===== config.mk =====
export PLATFORM = sky130hd
export DESIGN_NAME = mem2_sub1
export DESIGN_NICKNAME = d
export VERILOG_FILES = /design/src/rtl/mem2_sub1_pkg.sv /design/src/rtl/mem2_sub1_ctrl.sv /design/src/rtl/mem2_sub1.sv
export SDC_FILE = /design/constraint.sdc
export NUM_CORES = 1
export LEC_CHECK = 0
export ABC_AREA = 1
export CORE_ASPECT_RATIO = 0.7
export CORE_MARGIN = 2
export CORE_UTILIZATION = 47
export CTS_CLUSTER_DIAMETER = 50
export DETAILED_ROUTE_END_ITERATION = 10
export PLACE_DENSITY = 0.89
export SETUP_SLACK_MARGIN = 0.5
export SLEW_MARGIN = 10
export SYNTH_ARGS = -nofsm -noshare
export SYNTH_HDL_FRONTEND = slang
export SYNTH_HIERARCHICAL = 1
export SYNTH_SLANG_ARGS = --single-unit
export TNS_END_PERCENT = 100

===== constraint.sdc =====
create_clock -name clk -period 3.5 [get_ports clk]
set_input_delay 0.525 -clock clk [delete_from_list [all_inputs] [get_ports clk]]
set_output_delay 0.525 -clock clk [all_outputs]
set_load 0.05 [all_outputs]

===== src/rtl/mem2_sub1_pkg.sv =====
// rtl/mem2_sub1_pkg.sv - bus widths and field layout for the slot-1 mem2 stage
package mem2_sub1_pkg;

    localparam int BUS1_WD = 75;

    typedef struct packed {
        logic        first;
        logic [3:0]  rf_wen;
        logic        gr_we;
        logic [4:0]  dest;
        logic [31:0] result;
        logic [31:0] pc;
    } slot1_bus_t;

    // A cancelled slot-1 instruction keeps flowing but must not write anything.
    function automatic slot1_bus_t cancel_gate(slot1_bus_t b, logic cancel);
        slot1_bus_t r;
        r = b;
        if (cancel) begin
            r.rf_wen = 4'b0;
            r.gr_we  = 1'b0;
        end
        return r;
    endfunction

endpackage


===== src/rtl/mem2_sub1_ctrl.sv =====
// rtl/mem2_sub1_ctrl.sv - valid/allowin handshake register for one pipeline stage
module mem2_sub1_ctrl (
    input  logic clk,
    input  logic resetn,
    input  logic in_valid_i,
    input  logic ready_go_i,
    input  logic out_allowin_i,
    input  logic flush_i,
    output logic valid_o,
    output logic allowin_o,
    output logic to_out_valid_o,
    output logic load_o
);
    logic valid_q, valid_d;

    assign allowin_o      = !valid_q || (ready_go_i && out_allowin_i);
    assign to_out_valid_o = valid_q && ready_go_i && !flush_i;
    assign load_o         = in_valid_i && allowin_o;
    assign valid_o        = valid_q;

    always_comb begin
        valid_d = valid_q;
        if (flush_i)
            valid_d = 1'b0;
        else if (allowin_o)
            valid_d = in_valid_i;
    end

    always_ff @(posedge clk or negedge resetn) begin
        if (!resetn)
            valid_q <= 1'b0;
        else
            valid_q <= valid_d;
    end

endmodule


===== src/rtl/mem2_sub1.sv =====
// rtl/mem2_sub1.sv - slot-1 mem2 stage: registers the mem1 bus, applies flush/cancel, feeds writeback
module mem2_sub1
    import mem2_sub1_pkg::*;
#(
    parameter int M1S_TO_M2S_BUS1_WD = BUS1_WD,
    parameter int M2S_TO_WS_BUS1_WD  = BUS1_WD
) (
    input  logic                          clk,
    input  logic                          resetn,
    input  logic                          m1s_to_m2s_valid,
    input  logic [M1S_TO_M2S_BUS1_WD-1:0] m1s_to_m2s_bus,
    output logic                          m2s_allowin,
    input  logic                          pair_ready_go,
    input  logic                          ws_allowin,
    output logic                          m2s_to_ws_valid,
    output logic [M2S_TO_WS_BUS1_WD-1:0]  m2s_to_ws_bus,
    input  logic                          flush,
    input  logic                          pair_cancel,
    output logic [4:0]                    m2s_rd,
    output logic [31:0]                   m2s_result,
    output logic                          m2s_reg_write,
    output logic [31:0]                   m2s_retired
);
    logic       m2s_valid;
    logic       load;
    logic       cancelled;
    slot1_bus_t bus_q, bus_d;
    slot1_bus_t out_bus;
    logic [31:0] retired_q, retired_d;

    mem2_sub1_ctrl u_ctrl (
        .clk            (clk),
        .resetn         (resetn),
        .in_valid_i     (m1s_to_m2s_valid),
        .ready_go_i     (pair_ready_go),
        .out_allowin_i  (ws_allowin),
        .flush_i        (flush),
        .valid_o        (m2s_valid),
        .allowin_o      (m2s_allowin),
        .to_out_valid_o (m2s_to_ws_valid),
        .load_o         (load)
    );

    // Slot 0 excepting only kills us when we are the younger half of the pair.
    assign cancelled = m2s_valid && pair_cancel && !bus_q.first;

    always_comb begin
        bus_d = bus_q;
        if (load)
            bus_d = slot1_bus_t'(m1s_to_m2s_bus);
    end

    always_comb begin
        retired_d = retired_q;
        if (m2s_to_ws_valid && ws_allowin && !cancelled)
            retired_d = retired_q + 32'd1;
    end

    always_ff @(posedge clk or negedge resetn) begin
        if (!resetn) begin
            bus_q     <= '0;
            retired_q <= 32'd0;
        end else begin
            bus_q     <= bus_d;
            retired_q <= retired_d;
        end
    end

    assign out_bus       = cancel_gate(bus_q, cancelled);
    assign m2s_to_ws_bus = out_bus;
    assign m2s_rd        = bus_q.dest;
    assign m2s_result    = bus_q.result;
    assign m2s_reg_write = m2s_valid && bus_q.gr_we && !cancelled;
    assign m2s_retired   = retired_q;

endmodule


==> impl_summary.txt, run 1 <==
----------------------------------------------------
[STA]
  Shortest clock period the worst path allows after layout ... 2.66 ns
  Number of pins exceeding their max-slew limit in the final report ... 0
  Number of endpoints with negative hold slack in the final report ... 0
  Final clock period utilization by the worst path ... 76.0%
  Highest clock rate ... 376 MHz
  Headroom to the max-slew limit ... 50.5%
  Final Skew ... 0.0132 ns
  Post-layout worst setup margin ... 0.839 ns
  Slew @ Worst Pin ... 0.743 ns
  Unrepaired setup endpoints after global routing ... false
  Number of endpoints failing setup at the final stage ... 0
  Sum of negative setup slack ... 0 ns

[Cells and area]
  Post-layout net count ... 752
  Fill cell count ... 902
  Area Growth Syn to Fin ... 35.3%
  Layout cell share with drive strength beyond 1 ... 18.5%
  Antenna Diode Count ... 0

[Clock tree]
  CTS sink cnt ... 108
  CTS hold repair buffers ... 0
  Max Buffers Root-to-Sink ... 2
  Setup Fix Bufs, Post-CTS ... 0
  Worst-Skew Late Latency ... 0.35 ns
  Clock-pin slew of the registers on the worst-case setup and hold paths ... 0.08 ns
  Post-CTS Resized ... 0
  CTS tree ... yes
  TritonCTS buffer count ... 9
  Root Driver ... sky130_fd_sc_hd__clkbuf_16
  H-tree depth ... 3

[Synth]
  Most area-consuming cells after synthesis ... sky130_fd_sc_hd__dfrtp_1 48%, sky130_fd_sc_hd__buf_4 14%, sky130_fd_sc_hd__mux2_2 14%
  Average cell area after synthesis ... 10.3 µm²
  Count of flip-flops with a built-in enable after synthesis ... 0
  Cell taking the most area after synthesis ... sky130_fd_sc_hd__dfrtp_1
  Fraction of the yosys area taken by sequential cells ... 47.9%
  Area fraction of the dominant cell type after synthesis ... 47.9%
  Synth warn ... 6
  Total of flip-flops plus latches after synthesis ... 108
  Async set-or-reset flop fraction in the synthesized netlist ... 100%
  Most frequently used cell type in the post-synthesis netlist ... sky130_fd_sc_hd__dfrtp_1
  Net count after synthesis ... 628
  Top_reg_cell synth ... sky130_fd_sc_hd__dfrtp_1
  Mapped Cells ... 545
  Post-synthesis instance area ... 5640 µm²
  Synth cell count leaders ... 108 x sky130_fd_sc_hd__dfrtp_1, 107 x sky130_fd_sc_hd__buf_4, 76 x sky130_fd_sc_hd__nand2_1
  Number of library cell types mapped by synthesis ... 28

[Die]
  Die Span X ... 135 µm
  Floorplan core area ... 11700 µm²
  Overall die area ... 12900 µm²
  Initial core utilization ... 48.3%
  FP Rows ... 33
  Overall die height ... 95.6 µm
  Num ports ... 229

[Setup path]
  Largest fanout of any net on the critical path ... 7
  Reg-to-reg startpoint ... u_ctrl/valid_o
  Crit Path Category ... input port to output port
  CP Data Arrival Time ... 2.14 ns
  Capturing element type of the critical path ... output port
  Critical Path Source Type ... input port
  Crit. Startpoint ... pair_cancel
  Data required, critical path ... 2.97 ns

[Routing]
  Number of detailed-routing iterations run before antenna repair ... 4
  Wire length reported by the detailed router ... 13200 µm
  Total via count in the routed design ... 3950
  Post-detailed-route wirelength per cell ... 15.8 µm
  DRT antenna net count ... 0
  Via count normalized by instance count ... 4.75
  Drt first-iter violations ... 217
  DRC violations left ... 0

[Global routing]
  Antenna violations before repair ... 0
  Vias in the first global route ... 3937
  Overall track demand over capacity in global routing ... 20.7%
  Global-route wire length before repair ... 20600 µm
  Residual overflow from global routing ... 0
  Pin count of the biggest net entering global routing ... 82

[Placed design]
  Placer congestion estimate ... 0.885
  Setup WS pre-CTS ... 0.850 ns
  Number of input and output port buffers inserted ... 228
  Post-detail-place hpwl ... 10100 µm

[Outcome]
  Outcome ... finished clean

[Pwr]
  P per Cell Area ... 549 nW/µm²
  Final total power ... 4.19 mW
  Max rail drop VDD ... 0.326 mV
  Leakage power total ... 3.21 nW

[Job]
  Total of max-cap violations ... 0

[Hold path]
  Min-delay worst type ... input port to asynchronous set/reset pin

----------------------------------------------------
[report_power, final]
group	leakage (nW)	switching (mW)	total, mW	internal (mW)
Clock	0.155	0.458	1.08	0.618
Combinational	1.75	1.03	1.61	0.573
Sequential	1.31	0.111	1.51	1.40
Total	3.21	1.60	4.19	2.59
[layout by cell type (no fill, tap or decap), drive strengths merged, types with 7 or more instances in the layout]
cell,count
dfrtp,108
clkdlybuf4s50,227
nand4,12
o21ai,7
nor2,50
clkbuf,12
nand2,86
inv,46
nand3,22
xor2,9
xnor2,11
mux2,69
[through the flow]
| step | hold WS [ns] | area (µm²) | util, % | instances |
|---|---|---|---|---|
| after global placement | 0.487 | 7310 | 62.5 | 815 |
| after detailed placement | 0.491 | 7310 | 62.5 | 815 |
| final | 0.239 | 7630 | 65.3 | 831 |
| after global routing | 0.285 | 7630 | 65.3 | 831 |
| after floorplan | 0.229 | 5640 | - | 545 |
| after CTS | 0.255 | 7630 | 65.3 | 831 |
[metal layers]
| metal | up-vias | GRT usage (%) | part of all wire [%] |
|---|---|---|---|
| met2 | 155 | 34.5 | 48 |
| met5 | - | 0 | 0 |
| li1 | 1890 | - | - |
| met1 | 1885 | 26.7 | 42 |
| met4 | 0 | 7.11 | 2.2 |
| met3 | 20 | 5.26 | 7.3 |
[critical path: stages]
cell                              delay [ns]
sky130_fd_sc_hd__clkdlybuf4s50_1        0.44
sky130_fd_sc_hd__nand2_1                0.12
sky130_fd_sc_hd__nor2_4                 0.07
sky130_fd_sc_hd__nor2_1                 0.13
sky130_fd_sc_hd__clkdlybuf4s50_1        0.85
[sequential cells by signal, summed over array words and instances, names as in the netlist]
name	count
u_ctrl/valid_o	1
m2s_retired	32
m2s_to_ws_bus	33
m2s_result	32
m2s_rd	5
bus_q	5
[kinds of logic after synthesis]
kind of cell | Yosys count | share of synthesized area [%]
AND/OR/NAND/NOR | 176 | 15.9
buffers and inverters | 162 | 18.2
adder cells (fa/ha/maj) | 1 | 0.222
XOR/XNOR | 20 | 3.11
AO/OA/AOI/OAI | 9 | 0.888
multiplexers | 69 | 13.8
flip-flops | 108 | 47.9
[final cells by class]
type,count,area [µm²],share of cell area [%]
sequential,108,2700,35.4
timing repair buffer,230,2320,30.4
tap,157,196,2.57
clock buffer,12,267,3.49
clock inverter,4,55.1,0.722
multi-input combinational,275,1920,25.2
inverter,45,169,2.21
[path summary, 6_finish.rpt]
kind | end | slack (ns) | depth (start not counted)
worst max-delay path | m2s_reg_write | 0.84 | 5
worst min-delay path | m2s_retired[27] | 0.24 | 1
worst max register to register | m2s_retired[19] | 1.72 | 8
worst min register to register | m2s_to_ws_bus[20] | 0.51 | 1
max in group asynchronous | m2s_result[12] | 2.51 | 2
min in group clk | m2s_to_ws_bus[20] | 0.51 | 1
Note: power is estimated with default switching activity, not from simulation.
==> run 2, diff against run 1 <==
--- a/config.mk
+++ b/config.mk
@@ -8,10 +8,10 @@
 export ABC_AREA = 1
 export CORE_ASPECT_RATIO = 0.7
 export CORE_MARGIN = 2
-export CORE_UTILIZATION = 47
+export CORE_UTILIZATION = 40
 export CTS_CLUSTER_DIAMETER = 50
 export DETAILED_ROUTE_END_ITERATION = 10
-export PLACE_DENSITY = 0.89
+export PLACE_DENSITY = 0.81
 export SETUP_SLACK_MARGIN = 0.5
 export SLEW_MARGIN = 10
 export SYNTH_ARGS = -nofsm -noshare
==> constraint.sdc (replaced) <==
create_clock -name clk -period 2.4 [get_ports clk]
set_input_delay 0.36 -clock clk [delete_from_list [all_inputs] [get_ports clk]]
set_output_delay 0.36 -clock clk [all_outputs]
set_load 0.05 [all_outputs]
==> impl_summary.txt, run 2 (synthesis gave the netlist of run 1 again) <==
----------------------------------------------------
[Outcome]
  Outcome ... finished clean (unchanged)

[Clock tree]
  Setup Fix Bufs, Post-CTS ... 0 (unchanged)
  CTS tree ... yes (unchanged)
  Worst-Skew Late Latency ... 0.35 ns (about the same)
  Root Driver ... sky130_fd_sc_hd__clkbuf_16 (unchanged)
  H-tree depth ... 3 (unchanged)
  CTS sink cnt ... 108 (unchanged)
  TritonCTS buffer count ... 9 (unchanged)
  Max Buffers Root-to-Sink ... 2 (unchanged)
  Clock-pin slew of the registers on the worst-case setup and hold paths ... 0.08 ns (about the same)

[STA]
  Hold slack final ... 0.442 ns (was 0.239 ns)
  Sum of negative setup slack ... 0 ns (unchanged)
  Number of endpoints failing setup at the final stage ... 0 (unchanged)
  Slew @ Worst Pin ... 0.552 ns (was 0.743 ns)
  Shortest clock period the worst path allows after layout ... 1.86 ns
  Highest clock rate ... 538 MHz
  Final clock period utilization by the worst path ... 77.4%
  Headroom to the max-slew limit ... 63.3% (was 50.5%)
  Number of endpoints with negative hold slack in the final report ... 0 (unchanged)
  Number of pins exceeding their max-slew limit in the final report ... 0 (unchanged)
  Unrepaired setup endpoints after global routing ... false (unchanged)
  Final Skew ... 0.00788 ns (was 0.0132 ns)

[Global routing]
  Residual overflow from global routing ... 0 (unchanged)
  Overall track demand over capacity in global routing ... 18.6% (was 20.7%)
  Pin count of the biggest net entering global routing ... 59 (was 82)
  Vias in the first global route ... 4026 (was 3937)
  Antenna violations before repair ... 0 (unchanged)
  Global-route wire length before repair ... 22000 µm (was 20600 µm)

[Die]
  Initial core utilization ... 40.8% (was 48.3%)
  Floorplan core area ... 13800 µm² (was 11700 µm²)
  Overall die height ... 103 µm (was 95.6 µm)
  Overall die area ... 15100 µm² (was 12900 µm²)
  Num ports ... 229 (unchanged)
  FP Rows ... 36 (was 33)
  Die Span X ... 146 µm (was 135 µm)

[Cells and area]
  Most frequent standard cell in the layout excluding fill and tap cells ... sky130_fd_sc_hd__dfrtp_1 (was sky130_fd_sc_hd__clkdlybuf4s50_1)
  Area Growth Syn to Fin ... 35.6% (was 35.3%)
  Area taken by flip-flops and latches ... 2700 µm² (about the same)
  Fin area ... 7650 µm² (was 7630 µm²)
  Antenna Diode Count ... 0 (unchanged)
  Post-layout net count ... 759 (was 752)
  Layout cell share with drive strength beyond 1 ... 20.7% (was 18.5%)
  Fill cell count ... 1192 (was 902)
  Area of the multi-input gates ... 1930 µm² (was 1920 µm²)
  Commonest cells after routing, fill and taps aside ... 107 x sky130_fd_sc_hd__dfrtp_1, 101 x sky130_fd_sc_hd__dlygate4sd2_1, 88 x sky130_fd_sc_hd__clkdlybuf4s50_1, 76 x sky130_fd_sc_hd__nand2_1, 69 x sky130_fd_sc_hd__mux2_2 (was 227 x sky130_fd_sc_hd__clkdlybuf4s50_1, 108 x sky130_fd_sc_hd__dfrtp_1, 76 x sky130_fd_sc_hd__nand2_1, 69 x sky130_fd_sc_hd__mux2_2, 44 x sky130_fd_sc_hd__inv_1)
  Max FFs per register ... 33 (unchanged)

[Setup path]
  Crit Path Category ... register to output port (was input port to output port)
  Cell with the biggest individual delay on the critical path ... sky130_fd_sc_hd__clkdlybuf4s50_1 (unchanged)
  Cells along the critical path ... clkdlybuf4s50_1 (was clkdlybuf4s50_1, nand2_1, nor2_4, nor2_1, clkdlybuf4s50_1)
  Critical Path Source Type ... register (was input port)
  Largest fanout of any net on the critical path ... 2 (was 7)
  CP Data Arrival Time ... 1.50 ns (was 2.14 ns)
  Data required, critical path ... 2.04 ns (was 2.97 ns)
  Capturing element type of the critical path ... output port (unchanged)
  Family with the most delay on the worst path ... buffers and inverters (unchanged)
  Buffers & Inverters on Critical Path ... 1 (was 2)
  Peak per-stage delay on the critical path ... 0.81 ns (was 0.85 ns)

[Placed design]
  Number of input and output port buffers inserted ... 228 (unchanged)
  Placer congestion estimate ... 0.919 (was 0.885)
  Instance area after placement ... 7390 µm² (was 7310 µm²)
  Post-detail-place hpwl ... 10900 µm (was 10100 µm)

[Hold path]
  Min-delay worst type ... input port to asynchronous set/reset pin (unchanged)

[Routing]
  DRT antenna net count ... 0 (unchanged)
  Via count normalized by instance count ... 4.60 (was 4.75)
  Total via count in the routed design ... 4007 (was 3950)
  Drt first-iter violations ... 191 (was 217)
  DRC violations left ... 0 (unchanged)
  Wire length reported by the detailed router ... 14100 µm (was 13200 µm)
  Post-detailed-route wirelength per cell ... 16.1 µm (was 15.8 µm)
  Number of detailed-routing iterations run before antenna repair ... 4 (unchanged)

[Pwr]
  Leakage power total ... 3.74 nW (was 3.21 nW)
  P per Cell Area ... 766 nW/µm² (was 549 nW/µm²)
  Max rail drop VDD ... 0.571 mV (was 0.326 mV)

[Job]
  Total of max-cap violations ... 0 (unchanged)

----------------------------------------------------
-- run 2: changes by cell type in the layout (fill, tap and decap cells not counted), moves of 2 or more --
cell | before | now
sky130_fd_sc_hd__buf_4 | 1 | 14
sky130_fd_sc_hd__clkbuf_8 | 3 | 1
sky130_fd_sc_hd__clkdlybuf4s50_1 | 227 | 88
sky130_fd_sc_hd__dlygate4sd2_1 | 0 | 101
sky130_fd_sc_hd__dlymetal6s2s_1 | 0 | 30
sky130_fd_sc_hd__inv_6 | 1 | 4
-- run 2: final cells by class --
| type | count | area share, % |
|---|---|---|
| well taps | 190 | 3.11 |
| clock inverters | 6 | 0.687 |
| inverters | 45 | 2.21 |
| multi-input cells | 275 | 25.2 |
| repair buffers | 237 | 30.3 |
| flip-flops and latches | 108 | 35.4 |
| clock buffers | 10 | 3.13 |
-- run 2: layer usage --
layer  share of wire (%)  track usage (%)  wire length (µm)
met1                  43             24.7              6090
met2                  48             31.2              6780
met3                 7.4             5.09              1040
met4                0.98             3.62               138
met5                   0                0                 0
-- run 2: per-stage QoR --
step | setup slack [ns] | total power, mW | utilization (%) | instances
after detailed placement | 0.321 | 4.61 | 53.5 | 854
after floorplan | 0.668 | 4.08 | - | 545
after CTS | 0.501 | 5.95 | 54.7 | 871
final | 0.542 | 5.86 | 55.3 | 871
after global routing | 0.504 | 6.09 | 55.3 | 871
after global placement | 0.339 | 4.57 | 53.5 | 854
-- run 2: worst paths after layout --
check	startpoint	to	slack, ns	cells after the start
min	resetn	m2s_retired[22]	0.44	2
max reg2reg	u_ctrl/valid_o	m2s_retired[22]	0.70	8
min reg2reg	m2s_to_ws_bus[20]	m2s_to_ws_bus[20]	0.51	1
max in group asynchronous	resetn	m2s_result[23]	1.27	3
min in group clk	m2s_to_ws_bus[20]	m2s_to_ws_bus[20]	0.51	1
max	m2s_to_ws_bus[26]	m2s_to_ws_bus[26]	0.54	1
-- run 2: report_power, final --
| part | switching [mW] | internal, mW | leakage [nW] |
|---|---|---|---|
| Sequential | 0.153 | 2.04 | 1.31 |
| Clock | 0.706 | 0.752 | 0.144 |
| Combinational | 1.52 | 0.690 | 2.29 |
| Total | 2.38 | 3.48 | 3.74 |
-- run 2: what timing repair did --
action | 4_1_cts | 5_1_grt
endpoints found under the setup margin | 104 | 41
resized for setup | 101 | 31
hold endpoints to repair | 21 | 0
hold buffers | 1 | 0
